**src/rtl/ctrl_pkg.sv**
```systemverilog
// Shared definitions for the multi-cycle control unit and the ALU control decoder.
package ctrl_pkg;

    // Instruction opcodes (IR[15:12])
    localparam logic [3:0] OP_LD       = 4'b0000;
    localparam logic [3:0] OP_ST       = 4'b0001;
    localparam logic [3:0] OP_RTYPE_LO = 4'b0010;
    localparam logic [3:0] OP_RTYPE_HI = 4'b1010;
    localparam logic [3:0] OP_BEQ      = 4'b1011;
    localparam logic [3:0] OP_BNE      = 4'b1100;
    localparam logic [3:0] OP_JMP      = 4'b1101;

    // ALUOp values consumed by the ALU control decoder
    localparam logic [1:0] ALUOP_RTYPE = 2'b00;
    localparam logic [1:0] ALUOP_BR    = 2'b01;
    localparam logic [1:0] ALUOP_MEM   = 2'b10;

    // PC source select
    localparam logic [1:0] PCSEL_INC = 2'b00;
    localparam logic [1:0] PCSEL_BR  = 2'b01;
    localparam logic [1:0] PCSEL_JMP = 2'b10;

    // Controller states; codes 5-7 are unused and recover to FETCH
    typedef enum logic [2:0] {
        ST_FETCH  = 3'd0,
        ST_DECODE = 3'd1,
        ST_EXEC   = 3'd2,
        ST_MEM    = 3'd3,
        ST_WB     = 3'd4
    } state_e;

    // Bundle of every control output driven by the FSM
    typedef struct packed {
        logic       imem_req;
        logic       dmem_req;
        logic       dmem_we;
        logic       ir_we;
        logic       pc_we;
        logic [1:0] pc_sel;
        logic [1:0] alu_op;
        logic       alu_src;
        logic       reg_we;
        logic       mem_to_reg;
        logic       reg_dst;
        logic       instr_done;
        logic       illegal_op;
        logic       bus_err;
    } ctrl_out_t;

    localparam ctrl_out_t CTRL_IDLE = ctrl_out_t'(16'h0000);

    // Opcodes 1110 and 1111 are not defined in the ISA
    function automatic logic is_illegal(input logic [3:0] op);
        return (op[3:1] == 3'b111);
    endfunction

endpackage

```
**src/rtl/mem_wait_watchdog.sv**
```systemverilog
// Counts cycles a memory request has waited for its ack and flags the timeout.
module mem_wait_watchdog #(
    parameter int WAIT_LIMIT = 15,
    parameter int CNT_W      = 4
) (
    input  logic             clk,
    input  logic             rst_n,
    input  logic             clr_i,      // controller changes state this cycle
    input  logic             wait_i,     // request outstanding with no ack
    output logic [CNT_W-1:0] wait_cnt_o,
    output logic             expired_o   // this wait cycle hits the limit
);

    localparam logic [CNT_W-1:0] CNT_ZERO  = {CNT_W{1'b0}};
    localparam logic [CNT_W-1:0] CNT_ONE   = {{(CNT_W-1){1'b0}}, 1'b1};
    localparam logic [CNT_W-1:0] CNT_LIMIT = CNT_W'(WAIT_LIMIT);

    logic [CNT_W-1:0] wait_cnt_q;
    logic [CNT_W-1:0] wait_cnt_d;
    logic             expired_s;

    // Timeout only fires on a genuine wait cycle, so an ack in the limit cycle wins
    always_comb begin
        expired_s = wait_i && (wait_cnt_q == CNT_LIMIT);
    end

    // Next count: clear on state change or timeout, otherwise count wait cycles
    always_comb begin
        wait_cnt_d = wait_cnt_q;
        if (clr_i || expired_s) begin
            wait_cnt_d = CNT_ZERO;
        end else if (wait_i) begin
            wait_cnt_d = wait_cnt_q + CNT_ONE;
        end else begin
            wait_cnt_d = wait_cnt_q;
        end
    end

    // Wait counter register
    always_ff @(posedge clk or negedge rst_n) begin
        if (!rst_n) begin
            wait_cnt_q <= CNT_ZERO;
        end else begin
            wait_cnt_q <= wait_cnt_d;
        end
    end

    assign wait_cnt_o = wait_cnt_q;
    assign expired_o  = expired_s;

endmodule

```
**src/rtl/multicycle_ctrl_fsm.sv**
```systemverilog
// Multi-cycle main control unit: FETCH/DECODE/EXEC/MEM/WB sequencer for the 16-bit core.
module multicycle_ctrl_fsm
    import ctrl_pkg::*;
#(
    parameter int WAIT_LIMIT = 15,
    parameter int CNT_W      = 4
) (
    input  logic       clk,
    input  logic       rst_n,
    input  logic [3:0] ir_opcode,
    input  logic       alu_zero,
    input  logic       imem_ack,
    input  logic       dmem_ack,
    output logic       imem_req,
    output logic       dmem_req,
    output logic       dmem_we,
    output logic       ir_we,
    output logic       pc_we,
    output logic [1:0] pc_sel,
    output logic [1:0] alu_op,
    output logic       alu_src,
    output logic       reg_we,
    output logic       mem_to_reg,
    output logic       reg_dst,
    output logic       instr_done,
    output logic       illegal_op,
    output logic       bus_err,
    output logic [2:0] state
);

    state_e           state_q;
    state_e           state_d;
    logic [3:0]       op_q;
    logic [3:0]       op_d;
    logic             wait_s;
    logic             clr_s;
    logic             expired_s;
    logic [CNT_W-1:0] wait_cnt_s;
    ctrl_out_t        ctrl_s;
    ctrl_out_t        out_s;

    // A wait cycle is a memory request still lacking its ack
    always_comb begin
        case (state_q)
            ST_FETCH: wait_s = !imem_ack;
            ST_MEM:   wait_s = !dmem_ack;
            default:  wait_s = 1'b0;
        endcase
    end

    // Any state change restarts the wait count for the next request
    always_comb begin
        clr_s = (state_d != state_q);
    end

    mem_wait_watchdog #(
        .WAIT_LIMIT (WAIT_LIMIT),
        .CNT_W      (CNT_W)
    ) u_watchdog (
        .clk        (clk),
        .rst_n      (rst_n),
        .clr_i      (clr_s),
        .wait_i     (wait_s),
        .wait_cnt_o (wait_cnt_s),
        .expired_o  (expired_s)
    );

    // Next-state, opcode latch and control outputs from state and latched opcode
    always_comb begin
        state_d = state_q;
        op_d    = op_q;
        ctrl_s  = CTRL_IDLE;
        case (state_q)
            ST_FETCH: begin
                ctrl_s.imem_req = 1'b1;
                if (imem_ack) begin
                    ctrl_s.ir_we  = 1'b1;
                    ctrl_s.pc_we  = 1'b1;
                    ctrl_s.pc_sel = PCSEL_INC;
                    state_d       = ST_DECODE;
                end else if (expired_s) begin
                    ctrl_s.bus_err = 1'b1;
                    state_d        = ST_FETCH;
                end else begin
                    state_d = ST_FETCH;
                end
            end
            ST_DECODE: begin
                op_d = ir_opcode;
                if (is_illegal(ir_opcode)) begin
                    ctrl_s.illegal_op = 1'b1;
                    state_d           = ST_FETCH;
                end else begin
                    state_d = ST_EXEC;
                end
            end
            ST_EXEC: begin
                if ((op_q == OP_LD) || (op_q == OP_ST)) begin
                    ctrl_s.alu_op  = ALUOP_MEM;
                    ctrl_s.alu_src = 1'b1;
                    state_d        = ST_MEM;
                end else if ((op_q >= OP_RTYPE_LO) && (op_q <= OP_RTYPE_HI)) begin
                    ctrl_s.alu_op  = ALUOP_RTYPE;
                    ctrl_s.alu_src = 1'b0;
                    state_d        = ST_WB;
                end else if (op_q == OP_BEQ) begin
                    ctrl_s.alu_op     = ALUOP_BR;
                    ctrl_s.pc_we      = alu_zero;
                    ctrl_s.pc_sel     = alu_zero ? PCSEL_BR : PCSEL_INC;
                    ctrl_s.instr_done = 1'b1;
                    state_d           = ST_FETCH;
                end else if (op_q == OP_BNE) begin
                    ctrl_s.alu_op     = ALUOP_BR;
                    ctrl_s.pc_we      = !alu_zero;
                    ctrl_s.pc_sel     = alu_zero ? PCSEL_INC : PCSEL_BR;
                    ctrl_s.instr_done = 1'b1;
                    state_d           = ST_FETCH;
                end else if (op_q == OP_JMP) begin
                    ctrl_s.pc_we      = 1'b1;
                    ctrl_s.pc_sel     = PCSEL_JMP;
                    ctrl_s.instr_done = 1'b1;
                    state_d           = ST_FETCH;
                end else begin
                    // Illegal opcodes never reach EXEC; recover defensively
                    state_d = ST_FETCH;
                end
            end
            ST_MEM: begin
                ctrl_s.dmem_req = 1'b1;
                ctrl_s.dmem_we  = (op_q == OP_ST);
                ctrl_s.alu_op   = ALUOP_MEM;
                ctrl_s.alu_src  = 1'b1;
                if (dmem_ack) begin
                    if (op_q == OP_ST) begin
                        ctrl_s.instr_done = 1'b1;
                        state_d           = ST_FETCH;
                    end else begin
                        state_d = ST_WB;
                    end
                end else if (expired_s) begin
                    ctrl_s.bus_err = 1'b1;
                    state_d        = ST_FETCH;
                end else begin
                    state_d = ST_MEM;
                end
            end
            ST_WB: begin
                ctrl_s.reg_we     = 1'b1;
                ctrl_s.instr_done = 1'b1;
                ctrl_s.mem_to_reg = (op_q == OP_LD);
                ctrl_s.reg_dst    = (op_q != OP_LD);
                state_d           = ST_FETCH;
            end
            default: begin
                state_d = ST_FETCH;
            end
        endcase
    end

    // While reset is asserted every output is forced low, so a held-in-reset
    // controller never issues a memory request
    always_comb begin
        if (rst_n) begin
            out_s = ctrl_s;
        end else begin
            out_s = CTRL_IDLE;
        end
    end

    // State and latched opcode registers
    always_ff @(posedge clk or negedge rst_n) begin
        if (!rst_n) begin
            state_q <= ST_FETCH;
            op_q    <= 4'b0000;
        end else begin
            state_q <= state_d;
            op_q    <= op_d;
        end
    end

    assign imem_req   = out_s.imem_req;
    assign dmem_req   = out_s.dmem_req;
    assign dmem_we    = out_s.dmem_we;
    assign ir_we      = out_s.ir_we;
    assign pc_we      = out_s.pc_we;
    assign pc_sel     = out_s.pc_sel;
    assign alu_op     = out_s.alu_op;
    assign alu_src    = out_s.alu_src;
    assign reg_we     = out_s.reg_we;
    assign mem_to_reg = out_s.mem_to_reg;
    assign reg_dst    = out_s.reg_dst;
    assign instr_done = out_s.instr_done;
    assign illegal_op = out_s.illegal_op;
    assign bus_err    = out_s.bus_err;
    assign state      = state_q;

    // The counter value is only consumed inside the watchdog compare
    logic unused_s;
    assign unused_s = ^wait_cnt_s;

endmodule

```
**config.mk**
```make
export PLATFORM = sky130hd
export DESIGN_NAME = multicycle_ctrl_fsm
export DESIGN_NICKNAME = d
export VERILOG_FILES = /design/src/rtl/ctrl_pkg.sv /design/src/rtl/mem_wait_watchdog.sv /design/src/rtl/multicycle_ctrl_fsm.sv
export SDC_FILE = /design/constraint.sdc
export NUM_CORES = 1
export LEC_CHECK = 0
export CORE_AREA = 2 2 61 63
export DETAILED_ROUTE_END_ITERATION = 10
export DIE_AREA = 0 0 63 65
export SLEW_MARGIN = 0
export SYNTH_ARGS = -nofsm -noshare
export SYNTH_HDL_FRONTEND = slang
export SYNTH_SLANG_ARGS = --single-unit
```
**constraint.sdc**
```tcl
create_clock -name clk -period 1.9 [get_ports clk]
set_clock_uncertainty 0.2 [all_clocks]
set_input_delay 0.38 -clock clk [delete_from_list [all_inputs] [get_ports clk]]
set_output_delay 0.38 -clock clk [all_outputs]
set_load 0.02 [all_outputs]
```
* Word-level counts from Yosys, hierarchy flattened
Index checks and enable logic that the tools add are counted. W data, S select, Z words.
Cells by class: add/subtract/negate cells 1, $lt $le $gt $ge 2, equality and inequality tests 11, multiplexer cells 43, reductions and logical operators 11
Operators with widths (number):
- $mux W3 | 10
- $mux W1 | 18
- $eq A4 B4 Y1 const B | 4
- $mux W16 | 1
- $mux W4 | 3
- $pmux W3 S2 | 2
- $pmux W3 S4 | 1
- $mux W2 | 4
- $eq A3 B2 Y1 const B | 2
- $eq A3 B3 Y1 const B | 2
- $mux W5 | 1
- $add A4 B1 Y4 const B | 1
- $eq A4 B1 Y1 const B | 1
- $ge A4 B2 Y1 const B | 1
- $le A4 B4 Y1 const B | 1
- $logic_not A4 Y1 | 1
- $pmux W1 S2 | 2
- $reduce_bool A4 Y1 | 1
- $eq A3 B1 Y1 const B | 1
- $logic_not A1 Y1 | 3
- $logic_not A3 Y1 | 1
- $ne A3 B3 Y1 | 1
- $pmux W1 S3 | 1
- $logic_and A1 B1 Y1 | 2
- 2 further kinds | 3
Word-level totals: register bits after elaboration 11, output and inout port bits 19

* Depth between registers and ports, before layout
Gate-level depths: netlist (run 1).
word-level depth 9, depth in mapped cells 5, depth with buffers taken out 4

* Modules after synthesis
Synthesis (run 1) repeated with hierarchy kept, for this count alone.
Unflattened totals: cells, all modules 98, area, all modules 838.3 um^2
By module, submodules not included:
- multicycle_ctrl_fsm | times used 1, cells an instance 76, area each 635.6 um^2, seq. area each 175.2 um^2
- mem_wait_watchdog | times used 1, cells an instance 22, area each 202.7 um^2, seq. area each 100.1 um^2

* Least setup slack after synthesis (run 1)
Ideal clock, no wire load.
path kind flip-flop to output port, start register state_q[2], in the netlist state[2], end output illegal_op, arrival 1.468 ns, data required time 1.320 ns, setup slack -0.148 ns, stages on the path, launching flop included 4, path buffers 1, cell sequence dfrtp_1 -> clkbuf_2 -> nor3b_4 -> nor3b_1
Between the ends: word-level cells in the longest chain between the ends 3
RTL lines:
- start, declared | RTL line multicycle_ctrl_fsm.sv:31 | state_e state_q;
- start signal, assigned | RTL line multicycle_ctrl_fsm.sv:176 | state_q <= state_d;
- $eq A3 B1 Y1 | RTL line multicycle_ctrl_fsm.sv:73 | case (state_q)
- $mux W1 | RTL line multicycle_ctrl_fsm.sv:73
- $mux W16 | RTL line multicycle_ctrl_fsm.sv:163 | if (rst_n) begin
- end, declared | RTL line multicycle_ctrl_fsm.sv:26 | output logic illegal_op,
No other way between the ends.

* Final worst setup path (run 1)
start register op_q[3], end output instr_done
Between the ends: word-level cells in the longest chain between the ends 8, elaborated cells between the ends (all ways) 18, classes of those cells order compare (2); eq/ne (4); mux (9); reduce/logical (3)
RTL lines:
- start, declared | RTL line multicycle_ctrl_fsm.sv:33 | logic [3:0] op_q;
- start signal, assigned | RTL line multicycle_ctrl_fsm.sv:177 | op_q <= op_d;
- $eq A4 B4 Y1 | RTL line multicycle_ctrl_fsm.sv:118 | end else if (op_q == OP_JMP) begin
- $mux W1 | RTL line multicycle_ctrl_fsm.sv:118
- $mux W1 | RTL line multicycle_ctrl_fsm.sv:112 | end else if (op_q == OP_BNE) begin
- $mux W1 | RTL line multicycle_ctrl_fsm.sv:106 | end else if (op_q == OP_BEQ) begin
- $mux W1 | RTL line multicycle_ctrl_fsm.sv:102 | end else if ((op_q >= OP_RTYPE_LO) && (op_q <= OP_RTYPE_HI)) begin
- $mux W1 | RTL line multicycle_ctrl_fsm.sv:98 | if ((op_q == OP_LD) || (op_q == OP_ST)) begin
- $pmux W1 S3 (*) | RTL line multicycle_ctrl_fsm.sv:73
- $mux W16 (*) | RTL line multicycle_ctrl_fsm.sv:163
- end, declared | RTL line multicycle_ctrl_fsm.sv:25 | output logic instr_done,
Mark *: on every way between the ends. The rest lies on a longest branch, timed or not.

==> results.md, run 1 <==
CTS:
- For the worst-skew pair, the clock arrives at the later sink with an insertion delay of 0.26 ns.
- CTS built an H-tree with a depth of 1.
- The buffer depth of the longest clock path is 2.
- Clock-pin slew was measured on the worst setup and hold paths at 0.07 ns.
- The number of CTS-inserted buffers is 3.
- The CTS tree is built.
- The tree is rooted in a sky130_fd_sc_hd__clkbuf_4.
- The clock drives 11 sinks.

Yosys:
- For this run, the number of Yosys warnings is 0.
- The most common cell in the netlist is sky130_fd_sc_hd__nor2_1.
- A synthesized cell averages 9.64 µm².
- By count the netlist is led by sky130_fd_sc_hd__nor2_1, sky130_fd_sc_hd__dfrtp_1, sky130_fd_sc_hd__nand3_1.
- Counting every net in the synthesized netlist gives 97.
- Synthesis inferred 11 register bits.
- The netlist area before placement is 838 µm².
- By area the synthesized netlist is led by sky130_fd_sc_hd__dfrtp_1, sky130_fd_sc_hd__mux2_2, sky130_fd_sc_hd__nor2_1.
- Yosys mapped a number of flops with a built-in enable equal to 0.
- The top-area cell type share of the netlist area is 32.8%.
- The most common flop cell mapped by yosys is sky130_fd_sc_hd__dfrtp_1.
- The share of the Yosys chip area taken by registers is 32.8%.
- The number of cells produced by synthesis is 87.
- The largest total area in the synthesized netlist belongs to sky130_fd_sc_hd__dfrtp_1.
- Of all flip-flops after synthesis, the portion carrying an async set or reset was 100%.
- Synthesis instantiated 38 different standard cells from the library.

Floorplanning:
- The number of placed I/O pins is 28.
- Measured along the x axis, the die boundary spans 63 µm.
- The initial utilization of the core area, before any placement, comes to 24.0%.
- The vertical die dimension is 65 µm.
- The die covers 4100 µm².
- After floorplanning, the core was divided into 22 placement rows.
- The core area is 3500 µm².

Min path:
- The classification of the worst-slack hold path is register to register.

Routing:
- The mean routed wirelength per cell is 11.9 µm.
- The mean number of vias per cell is 4.43.
- The detailed-route via count is 900.
- The number of remaining DRC errors is 0.
- Once detail routing completed, the nets flagged for antenna violations numbered 0.
- The violation count after the first detailed-routing iteration is 37.
- The length of the first detailed-routing pass in iterations is 4.
- The detailed-route wire length is 2410 µm.

Cells and area:
- Summing all flip-flop and latch instances after layout gives 283 µm².
- 0 antenna diodes ended up in the layout.
- The post-route non-filler standard cell count is 203.
- The number of filler cells placed in the layout is 357.
- Relative to the synthesized area, the layout overhead comes to 93.1%.
- The fraction of final layout cells with drive strength greater than 1 is 69.0%.
- In the final layout, the multi-input gates occupy 654 µm².
- At the end of the flow, the number of nets in the layout was 166.
- After routing the design area is 1620 µm².

Global routing:
- The global-route wire length before repair is 4070 µm.
- Global routing used 15.0% of the available met1 tracks.
- The peak-usage layer in the global routing report is met2.
- The via count of the first global-routing pass is 911.
- Entering global routing, the biggest net connects 13 pins.
- The routing usage on met3 is 2.43%.
- Global routing used 21.8% of the available met2 tracks.
- Global routing used 12.5% of the available tracks.
- The initial antenna violation count is 0.
- The total overflow left after global routing is 0.

Setup path:
- By startpoint and endpoint, the worst setup path is classified as register to output pin.
- Of all nets on the critical path, the largest fanout is 6.
- The kind of end point of the critical path is an output pin.
- The worst setup path is launched from a register.
- At the worst endpoint, the arrival time is 1.54 ns.
- STA puts the critical path data required time at 1.32 ns.

Status:
- The flow ran to the end, but the final reports show violations.
- The checks that failed: setup timing.

Timing:
- Setup repair after global routing could not meet its margin everywhere.
- The number of setup violations in the final report is 13.
- The final worst setup slack is -0.216 ns.
- The final number of max-transition violations is 0.
- After routing, the total negative slack on setup checks comes to -1.34 ns.
- The final count of hold timing violations is 0.
- At the pin with the least slew margin, the transition time is 0.495 ns.
- Dividing the final minimum period by the clock period gives 111%.
- Counting I/O delays and the setup requirement, the final critical path takes 2.12 ns.
- Measured against its own limit, the worst slew margin works out to 66.9%.
- Derived from the worst setup path, the maximum achievable clock frequency is 473 MHz.

Flow run:
- The number of max-cap violations is 0.

Placed design:
- At the placement stage, the worst setup path has a slack of -0.771 ns.
- The placer congestion estimate is 0.733.
- Counting tap cells, the placed design contains a total of 188 instances.
- The wire-length estimate of the detail-placed layout is 1790 µm.
- Port buffering added 27 buffers.
- The total cell area at the placement stage is 1380 µm².

Pwr:
- The total chip power is 2.12 mW.
- The leakage power figure is 0.739 nW.
- The peak ir drop on the vdd network is 0.581 mV.
- The cell area power density is 1310 nW/µm².
==> power by group <==
part | total (mW) | switching [mW] | leakage (nW) | internal (mW)
clock | 0.154 | 0.0724 | 0.0150 | 0.0811
sequential | 0.469 | 0.134 | 0.134 | 0.335
combinational | 1.50 | 0.660 | 0.591 | 0.840
==> worst max-delay path: stages, from the launching register on <==
cell and delay, ns:
sky130_fd_sc_hd__dfrtp_2 0.45, sky130_fd_sc_hd__nor2b_4 0.15, sky130_fd_sc_hd__a22o_1 0.22, sky130_fd_sc_hd__a221o_1 0.31, sky130_fd_sc_hd__buf_6 0.14
==> timing repair <==
item | CTS | global route
setup endpoints to repair | 19 | 17
endpoints found under the hold margin | 0 | 11
hold buffers | 0 | 1
resized for setup | 114 | 28
setup buffers | 8 | 3
pin swaps | 8 | 3
gates cloned | 0 | 0
==> layout make-up <==
cell class,instances,share of cell area (%)
clock buffer,4,1.62
timing repair buffer,69,36.3
tap,48,3.71
sequential,11,17.5
inverter,2,0.464
multi-input combinational,69,40.4
==> registers in the layout, indices dropped and copies added, names as in the netlist <==
register	flops
state	3
op_q	4
u_watchdog.wait_cnt_o	4
==> path summary, 6_finish.rpt <==
path,start,slack [ns],cells past startpoint,end
max reg2reg,state[2],0.29,4,op_q[2]
max in group asynchronous,rst_n,0.49,3,state[0]
min in group asynchronous,rst_n,0.65,3,op_q[0]
min reg2reg,u_watchdog.wait_cnt_o[0],0.34,2,u_watchdog.wait_cnt_o[0]
max,op_q[3],-0.22,4,instr_done
min,u_watchdog.wait_cnt_o[0],0.34,2,u_watchdog.wait_cnt_o[0]
==> cell usage in the layout, fill, tap and decap left out, types with 2 or more instances in the layout <==
master and n:
sky130_fd_sc_hd__mux2_2 4, sky130_fd_sc_hd__clkdlybuf4s50_1 4, sky130_fd_sc_hd__nor2_4 3, sky130_fd_sc_hd__buf_4 43
sky130_fd_sc_hd__nor3_2 3, sky130_fd_sc_hd__and3b_2 2, sky130_fd_sc_hd__buf_6 14, sky130_fd_sc_hd__and3_1 2
sky130_fd_sc_hd__xor2_1 2, sky130_fd_sc_hd__nand3_4 2, sky130_fd_sc_hd__nor2_2 5, sky130_fd_sc_hd__dfrtp_2 6
sky130_fd_sc_hd__a22oi_2 2, sky130_fd_sc_hd__nor3_4 2, sky130_fd_sc_hd__nand3_1 4, sky130_fd_sc_hd__nor2_1 5
sky130_fd_sc_hd__nor2b_4 3, sky130_fd_sc_hd__nor3b_2 2, sky130_fd_sc_hd__clkbuf_4 3, sky130_fd_sc_hd__o22ai_1 2
sky130_fd_sc_hd__nand2b_1 2, sky130_fd_sc_hd__clkbuf_2 2, sky130_fd_sc_hd__dfrtp_1 5, sky130_fd_sc_hd__nand3b_1 3
sky130_fd_sc_hd__dlygate4sd2_1 4, sky130_fd_sc_hd__a31oi_1 2
==> through the flow <==
step	hold WS, ns	util [%]
CTS	0.124	43.3
finish	0.335	46.3
global route	0.369	46.3
global placement	0.322	39.5
detailed placement	0.329	39.5
floorplan	-0.116	-
==> routing by layer <==
metal,vias up,routed length (µm)
met1,420,1050
met3,2,128
li1,456,-
met5,-,0
met2,22,1220
met4,0,11
==> kinds of logic after synthesis <==
kind of cell	after synthesis	synth area share (%)
xor gates and xnor gates	3	3.13
DFF	11	32.8
buffers and inverters	7	5.67
adders and majority gates	1	1.49
AOI/OAI and AO/OA	11	10.4
muxes	4	5.37
and+or+nand+nor	50	41.0
Power figures use the tool's default switching activity.
==> inputs of run 2 (changes only) <==
--- a/config.mk
+++ b/config.mk
@@ -5,9 +5,9 @@
 export SDC_FILE = /design/constraint.sdc
 export NUM_CORES = 1
 export LEC_CHECK = 0
-export CORE_AREA = 2 2 61 63
+export CORE_AREA = 8 8 67 69
 export DETAILED_ROUTE_END_ITERATION = 10
-export DIE_AREA = 0 0 63 65
+export DIE_AREA = 0 0 75 77
 export SLEW_MARGIN = 0
 export SYNTH_ARGS = -nofsm -noshare
 export SYNTH_HDL_FRONTEND = slang
==> results.md, run 2 (synthesis results as in run 1) <==
CTS:
- The buffer depth of the longest clock path is 2 (unchanged).
- The CTS H-tree depth is 1 (unchanged).
- The clock latency on the worst-skew pair is 0.27 ns (was 0.26 ns).
- The CTS root buffer was sky130_fd_sc_hd__clkbuf_4 (unchanged).
- The clock-pin slew on the worst setup and hold paths is 0.07 ns (about the same).
- The CTS tree was built (unchanged).
- The total number of clock tree sinks is 11 (unchanged).
- The number of CTS-inserted buffers is 3 (unchanged).

Routing:
- The detailed-route wire length is 2580 µm (was 2410 µm).
- The mean number of vias per cell is 4.44 (was 4.43).
- The length of the first detailed-routing pass in iterations is 4 (unchanged).
- The violation count after the first detailed-routing iteration came to 13 (was 37).
- The number of nets still failing antenna checks after routing was 0 (unchanged).
- The mean routed wirelength per cell came to 12.5 µm (was 11.9 µm).
- The number of remaining DRC errors is 0 (unchanged).
- The detailed-route via count is 915 (was 900).

Floorplanning:
- The die outline area is 5780 µm² (was 4100 µm²).
- The core area is 3500 µm² (unchanged).
- The number of placed I/O pins is 28 (unchanged).
- The initial cell density of the core was 24.0% (unchanged).
- The cell row count was 22 (unchanged).
- The die span in x is 75 µm (was 63 µm).
- The vertical die dimension came to 77 µm (was 65 µm).

Timing:
- The highest clock rate is 465 MHz (was 473 MHz).
- The period utilization was 113% (was 111%).
- The number of setup violations in the final report is 15 (was 13).
- The final number of max-transition violations is 0 (unchanged).
- The measured slew at the worst slew-check pin was 0.486 ns (was 0.495 ns).
- The final worst setup slack is -0.250 ns (was -0.216 ns).
- Setup repair after global routing missed its margin: true (unchanged).
- The final critical-path required period is 2.15 ns (was 2.12 ns).
- The worst-case headroom to the max-slew limit came to 67.5% (was 66.9%).
- The final count of hold timing violations came to 0 (unchanged).

Placed design:
- The half-perimeter wire length after detailed placement was 1960 µm (was 1790 µm).
- The cell total after placement came to 191 (was 188).
- The placer congestion estimate came to 0.769 (was 0.733).
- The number of port buffers is 27 (unchanged).
- The placement-stage worst setup slack is -0.800 ns (was -0.771 ns).

Status:
- Run status: complete, but fails checks (unchanged).
- Failing checks: setup timing (unchanged).

Setup path:
- The start-to-end type of the worst setup path is register to output pin (unchanged).
- The cell with the largest stage delay on the worst path was sky130_fd_sc_hd__dfrtp_1 (was sky130_fd_sc_hd__dfrtp_2).
- The kind of end point of the critical path is an output pin (unchanged).
- The largest fanout on the critical path came to 5 (was 6).
- The endpoint arrival time on the critical path is 1.57 ns (was 1.54 ns).
- The critical path launch point type is a register (unchanged).
- The endpoint required time on the critical path is 1.32 ns (about the same).
- The worst stage delay on the critical path came to 0.44 ns (was 0.45 ns).
- Cells traversed along the worst timing path: nor2b_2 > a22o_1 > a221o_1 > buf_6 (was nor2b_4 > a22o_1 > a221o_1 > buf_6).

Global routing:
- The total congestion overflow came to 0 (unchanged).
- The global routing usage summed across all routing layers came to 8.86% (was 12.5%).
- The via count of the first global-routing pass was 929 (was 911).
- The maximum number of pins on one net before global-route repair is 12 (was 13).
- The global-route wire length before repair came to 4160 µm (was 4070 µm).
- The initial antenna violation count is 0 (unchanged).

Cells and area:
- The number of filler cells placed in the layout is 358 (was 357).
- The final net count was 169 (was 166).
- The leading cell type in the layout, fill and taps excluded is sky130_fd_sc_hd__buf_4 (unchanged).
- The count of antenna diodes in the layout was 0 (unchanged).
- The layout overhead on the synthesized area is 91.2% (was 93.1%).
- The fraction of final layout cells with drive strength greater than 1 is 65.2% (was 69.0%).
- The post-route non-filler standard cell count is 206 (was 203).
- Most frequent cells in the layout: sky130_fd_sc_hd__buf_4, sky130_fd_sc_hd__buf_6, sky130_fd_sc_hd__nor2_1, sky130_fd_sc_hd__dfrtp_1, sky130_fd_sc_hd__clkdlybuf4s50_1 (was sky130_fd_sc_hd__buf_4, sky130_fd_sc_hd__buf_6, sky130_fd_sc_hd__dfrtp_2).

Pwr:
- The total chip power came to 2.10 mW (was 2.12 mW).
- The cell area power density was 1310 nW/µm² (about the same).
- The leakage power figure is 0.735 nW (was 0.739 nW).
- The peak ir drop on the vdd network is 0.617 mV (was 0.581 mV).

Min path:
- The classification of the worst-slack hold path is register to register (unchanged).

Flow run:
- The number of max-cap violations is 0 (unchanged).
[run 2: worst paths after layout]
kind,start,to,slack (ns),cells after the start
min reg2reg,state[2],state[0],0.31,1
max in group asynchronous,rst_n,op_q[2],0.51,3
max reg2reg,state[0],op_q[0],0.14,6
max,op_q[3],instr_done,-0.25,4
min,state[2],state[0],0.31,1
min in group asynchronous,rst_n,state[0],0.43,3
[run 2: metrics by stage]
| stage | hold WS [ns] | utilization, % | setup TNS [ns] | cell area, µm² |
|---|---|---|---|---|
| final | 0.311 | 45.8 | -1.83 | 1600 |
| after global routing | 0.332 | 45.8 | -2.97 | 1600 |
| after CTS | 0.0989 | 42.2 | -2.02 | 1470 |
| after detailed placement | 0.290 | 40.2 | -11.62 | 1400 |
| after global placement | 0.279 | 40.2 | -11.38 | 1400 |
| after floorplan | -0.116 | - | 0 | 858 |
[run 2: cell type report]
type	instances	area, µm²	share of cell area [%]
Tap cell	48	60.1	3.75
Sequential cell	11	280	17.5
Multi-Input combinational cell	69	628	39.2
Clock buffer	4	26.3	1.64
Inverter	2	7.51	0.468
Timing Repair Buffer	72	601	37.5
[run 2: power by group]
part / internal [mW] / switching [mW]
combinational: 0.838 / 0.635
clock: 0.0812 / 0.0749
sequential: 0.331 / 0.140
[run 2: layer usage]
metal  vias to the layer above  track usage, %  share of wire, %
met3                         0            2.73               6.4
met5                         -               0                 0
met2                        20            14.4                51
li1                        459               -                 -
met1                       436            10.5                43
met4                         0            2.94                 0
[run 2: critical path: cells and delay by family, from the launching register on]
family	cells	cell delay (ns)
AO/OA/AOI/OAI	2	0.54
buffers and inverters	1	0.14
flip-flops	1	0.44
AND/OR/NAND/NOR	1	0.18
[run 2: what timing repair did]
item / 4_1_cts / 5_1_grt
setup buffers: 5 / 4
pin swaps: 5 / 6
gates resized for setup: 96 / 31
gates cloned: 0 / 0
setup endpoints to repair: 19 / 16
hold buffers: 0 / 2
endpoints found under the hold margin: 0 / 11
==> inputs of run 3 (changes only) <==
--- a/config.mk
+++ b/config.mk
@@ -5,9 +5,9 @@
 export SDC_FILE = /design/constraint.sdc
 export NUM_CORES = 1
 export LEC_CHECK = 0
-export CORE_AREA = 8 8 67 69
+export CORE_AREA = 8 8 65 72
 export DETAILED_ROUTE_END_ITERATION = 10
-export DIE_AREA = 0 0 75 77
+export DIE_AREA = 0 0 73 80
 export SLEW_MARGIN = 0
 export SYNTH_ARGS = -nofsm -noshare
 export SYNTH_HDL_FRONTEND = slang
==> results.md, run 3 (synthesis results as in run 1) <==
Placed design:
- The placement-stage worst setup slack is -0.819 ns (was -0.800 ns).
- The placer congestion estimate was 0.757 (was 0.769).
- The number of port buffers is 27 (unchanged).
- The cell total after placement is 190 (was 191).
- The half-perimeter wire length after detailed placement came to 1920 µm (was 1960 µm).

Pwr:
- The switching fraction of total power is 39.4% (was 40.5%).
- The internal power of the cells is 1.36 mW (was 1.25 mW).
- The relative contribution of combinational cells to total power came to 68.9% (was 70.2%).
- The peak ir drop on the vdd network came to 0.532 mV (was 0.617 mV).
- The leakage power figure is 0.748 nW (was 0.735 nW).
- The reported net switching power is 0.885 mW (was 0.850 mW).
- The cell area power density came to 1340 nW/µm² (was 1310 nW/µm²).
- The total chip power is 2.25 mW (was 2.10 mW).
- The sequential share of power came to 20.3% (was 22.4%).
- The share of total power in the clock network is 10.8% (was 7.4%).

Setup path:
- The flop-to-flop setup slack is 0.26 ns (was 0.14 ns).
- The endpoint arrival time on the critical path is 1.51 ns (was 1.57 ns).
- The cell with the largest stage delay on the worst path is sky130_fd_sc_hd__dfrtp_1 (unchanged).
- Cells traversed along the worst timing path: nor2b_1 > a22o_1 > a221o_1 > buf_6 (was nor2b_2 > a22o_1 > a221o_1 > buf_6).
- The worst stage delay on the critical path is 0.42 ns (was 0.44 ns).
- The largest fanout on the critical path is 4 (was 5).
- The critical path launch point type is a register (unchanged).
- The kind of end point of the critical path is an output pin (unchanged).
- The start-to-end type of the worst setup path is register to output pin (unchanged).
- The endpoint required time on the critical path is 1.32 ns (about the same).

Timing:
- The period utilization is 110% (was 113%).
- The number of setup violations in the final report is 12 (was 15).
- The worst-case headroom to the max-slew limit is 84.6% (was 67.5%).
- The measured slew at the worst slew-check pin came to 0.227 ns (was 0.486 ns).
- The final critical-path required period is 2.09 ns (was 2.15 ns).
- The final count of hold timing violations is 0 (unchanged).
- The final hold slack was 0.0897 ns (was 0.311 ns).
- The final number of max-transition violations is 0 (unchanged).
- Setup repair after global routing missed its margin: true (unchanged).
- The final worst setup slack was -0.193 ns (was -0.250 ns).
- The highest clock rate is 478 MHz (was 465 MHz).

Cells and area:
- The fraction of final layout cells with drive strength greater than 1 is 64.3% (was 65.2%).
- The leading cell type in the layout, fill and taps excluded is sky130_fd_sc_hd__buf_4 (unchanged).
- The number of filler cells placed in the layout is 341 (was 358).
- The post-route non-filler standard cell count is 204 (was 206).
- The layout overhead on the synthesized area is 99.7% (was 91.2%).
- The count of antenna diodes in the layout is 0 (unchanged).
- Most frequent cells in the layout: sky130_fd_sc_hd__buf_4, sky130_fd_sc_hd__buf_6, sky130_fd_sc_hd__nor2_1, sky130_fd_sc_hd__dfrtp_1, sky130_fd_sc_hd__dlygate4sd2_1 (was sky130_fd_sc_hd__buf_4, sky130_fd_sc_hd__buf_6, sky130_fd_sc_hd__nor2_1, sky130_fd_sc_hd__dfrtp_1, sky130_fd_sc_hd__clkdlybuf4s50_1).
- The final net count is 165 (was 169).
- The share of the core filled with cells was 47.3% (was 45.8%).

Floorplanning:
- The number of placed I/O pins is 28 (unchanged).
- The core area is 3540 µm² (was 3500 µm²).
- The initial cell density of the core is 23.7% (was 24.0%).
- The die span in x came to 73 µm (was 75 µm).
- The cell row count came to 23 (was 22).
- The vertical die dimension was 80 µm (was 77 µm).
- The die outline area is 5840 µm² (was 5780 µm²).

Routing:
- The detailed-route wire length was 2650 µm (was 2580 µm).
- The detailed-route via count is 897 (was 915).
- The number of remaining DRC errors is 0 (unchanged).
- The number of nets still failing antenna checks after routing came to 0 (unchanged).
- The length of the first detailed-routing pass in iterations came to 2 (was 4).
- The mean number of vias per cell was 4.40 (was 4.44).
- The mean routed wirelength per cell is 13.0 µm (was 12.5 µm).
- The violation count after the first detailed-routing iteration is 13 (unchanged).

Min path:
- The classification of the worst-slack hold path is input port to async pin (was register to register).

Global routing:
- The via count of the first global-routing pass is 976 (was 929).
- The total congestion overflow came to 0 (unchanged).
- The initial antenna violation count is 0 (unchanged).
- The global routing usage summed across all routing layers was 9.24% (was 8.86%).
- The maximum number of pins on one net before global-route repair came to 11 (was 12).
- The global-route wire length before repair is 4310 µm (was 4160 µm).

Status:
- Run status: complete, but fails checks (unchanged).
- Failing checks: setup timing (unchanged).

CTS:
- The CTS tree is built (unchanged).
- The buffer depth of the longest clock path came to 2 (unchanged).
- The total number of clock tree sinks was 11 (unchanged).
- The number of CTS-inserted buffers is 3 (unchanged).
- The clock-pin slew on the worst setup and hold paths is 0.05 ns (was 0.07 ns).
- The CTS H-tree depth is 1 (unchanged).
- The clock latency on the worst-skew pair is 0.24 ns (was 0.27 ns).
- The CTS root buffer is sky130_fd_sc_hd__clkbuf_8 (was sky130_fd_sc_hd__clkbuf_4).

Flow run:
- The number of max-cap violations is 0 (unchanged).
[run 3: changes by cell type in the layout (fill, tap and decap cells not counted), moves of 2 or more]
cell                              previous run  this run
sky130_fd_sc_hd__buf_4                      48        32
sky130_fd_sc_hd__buf_6                      11        22
sky130_fd_sc_hd__clkbuf_2                    2         0
sky130_fd_sc_hd__clkbuf_4                    3         0
sky130_fd_sc_hd__clkbuf_8                    0         3
sky130_fd_sc_hd__clkdlybuf4s50_1             6         4
sky130_fd_sc_hd__dlygate4sd2_1               3         6
sky130_fd_sc_hd__nor2b_2                     2         0
[run 3: power by group through the flow]
stage	clock (mW)	combinational (mW)	sequential, mW
3_3_place_gp	0	1.12	0.423
5_1_grt	0.258	1.67	0.474
3_5_place_dp	0	1.15	0.436
2_1_floorplan	0	0.634	0.445
6_report	0.242	1.55	0.457
4_1_cts	0.241	1.40	0.447
[run 3: area by class of cell]
class,instances,area [µm²],area share (%)
Multi-Input combinational cell,69,653,39.0
Timing Repair Buffer,68,627,37.4
Sequential cell,11,279,16.7
Tap cell,50,62.6,3.74
Clock buffer,4,45.0,2.69
Inverter,2,7.51,0.448
[run 3: metrics by stage]
step / area, µm² / TNS, ns
floorplan: 858 / 0
detailed placement: 1380 / -11.67
global route: 1670 / -1.90
CTS: 1550 / -0.891
finish: 1670 / -0.909
global placement: 1380 / -11.35
[run 3: path summary, 6_finish.rpt]
| kind | start | to | cells after the start |
|---|---|---|---|
| hold / removal | rst_n | u_watchdog.wait_cnt_o[2] | 2 |
| min in group clk | u_watchdog.wait_cnt_o[0] | u_watchdog.wait_cnt_o[0] | 2 |
| setup / recovery | op_q[3] | instr_done | 4 |
| setup reg to reg | state[2] | op_q[1] | 4 |
| hold reg to reg | u_watchdog.wait_cnt_o[0] | u_watchdog.wait_cnt_o[0] | 2 |
| max in group asynchronous | rst_n | state[0] | 3 |
[run 3: layer usage]
metal / part of all wire [%] / up-vias / routed length [µm] / GRT usage (%)
met1: 41 / 426 / 1080 / 9.66
met3: 5.4 / 3 / 142 / 2.51
met5: 0 / - / 0 / 0
li1: - / 447 / - / -
met2: 53 / 21 / 1400 / 16.7
met4: 1.4 / 0 / 36 / 4.21
[run 3: what timing repair did]
item	4_1_cts	5_1_grt
pin swaps	9	11
gates resized for setup	112	29
setup buffers	8	2
hold buffers	1	0
endpoints found under the hold margin	1	0
endpoints found under the setup margin	19	16
[run 3: critical path, delay by kind of cell (launching register included)]
family          cells  cell delay (ns)
compound gates      2             0.54
simple gates        1             0.17
flops               1             0.42
buf+inv             1             0.14
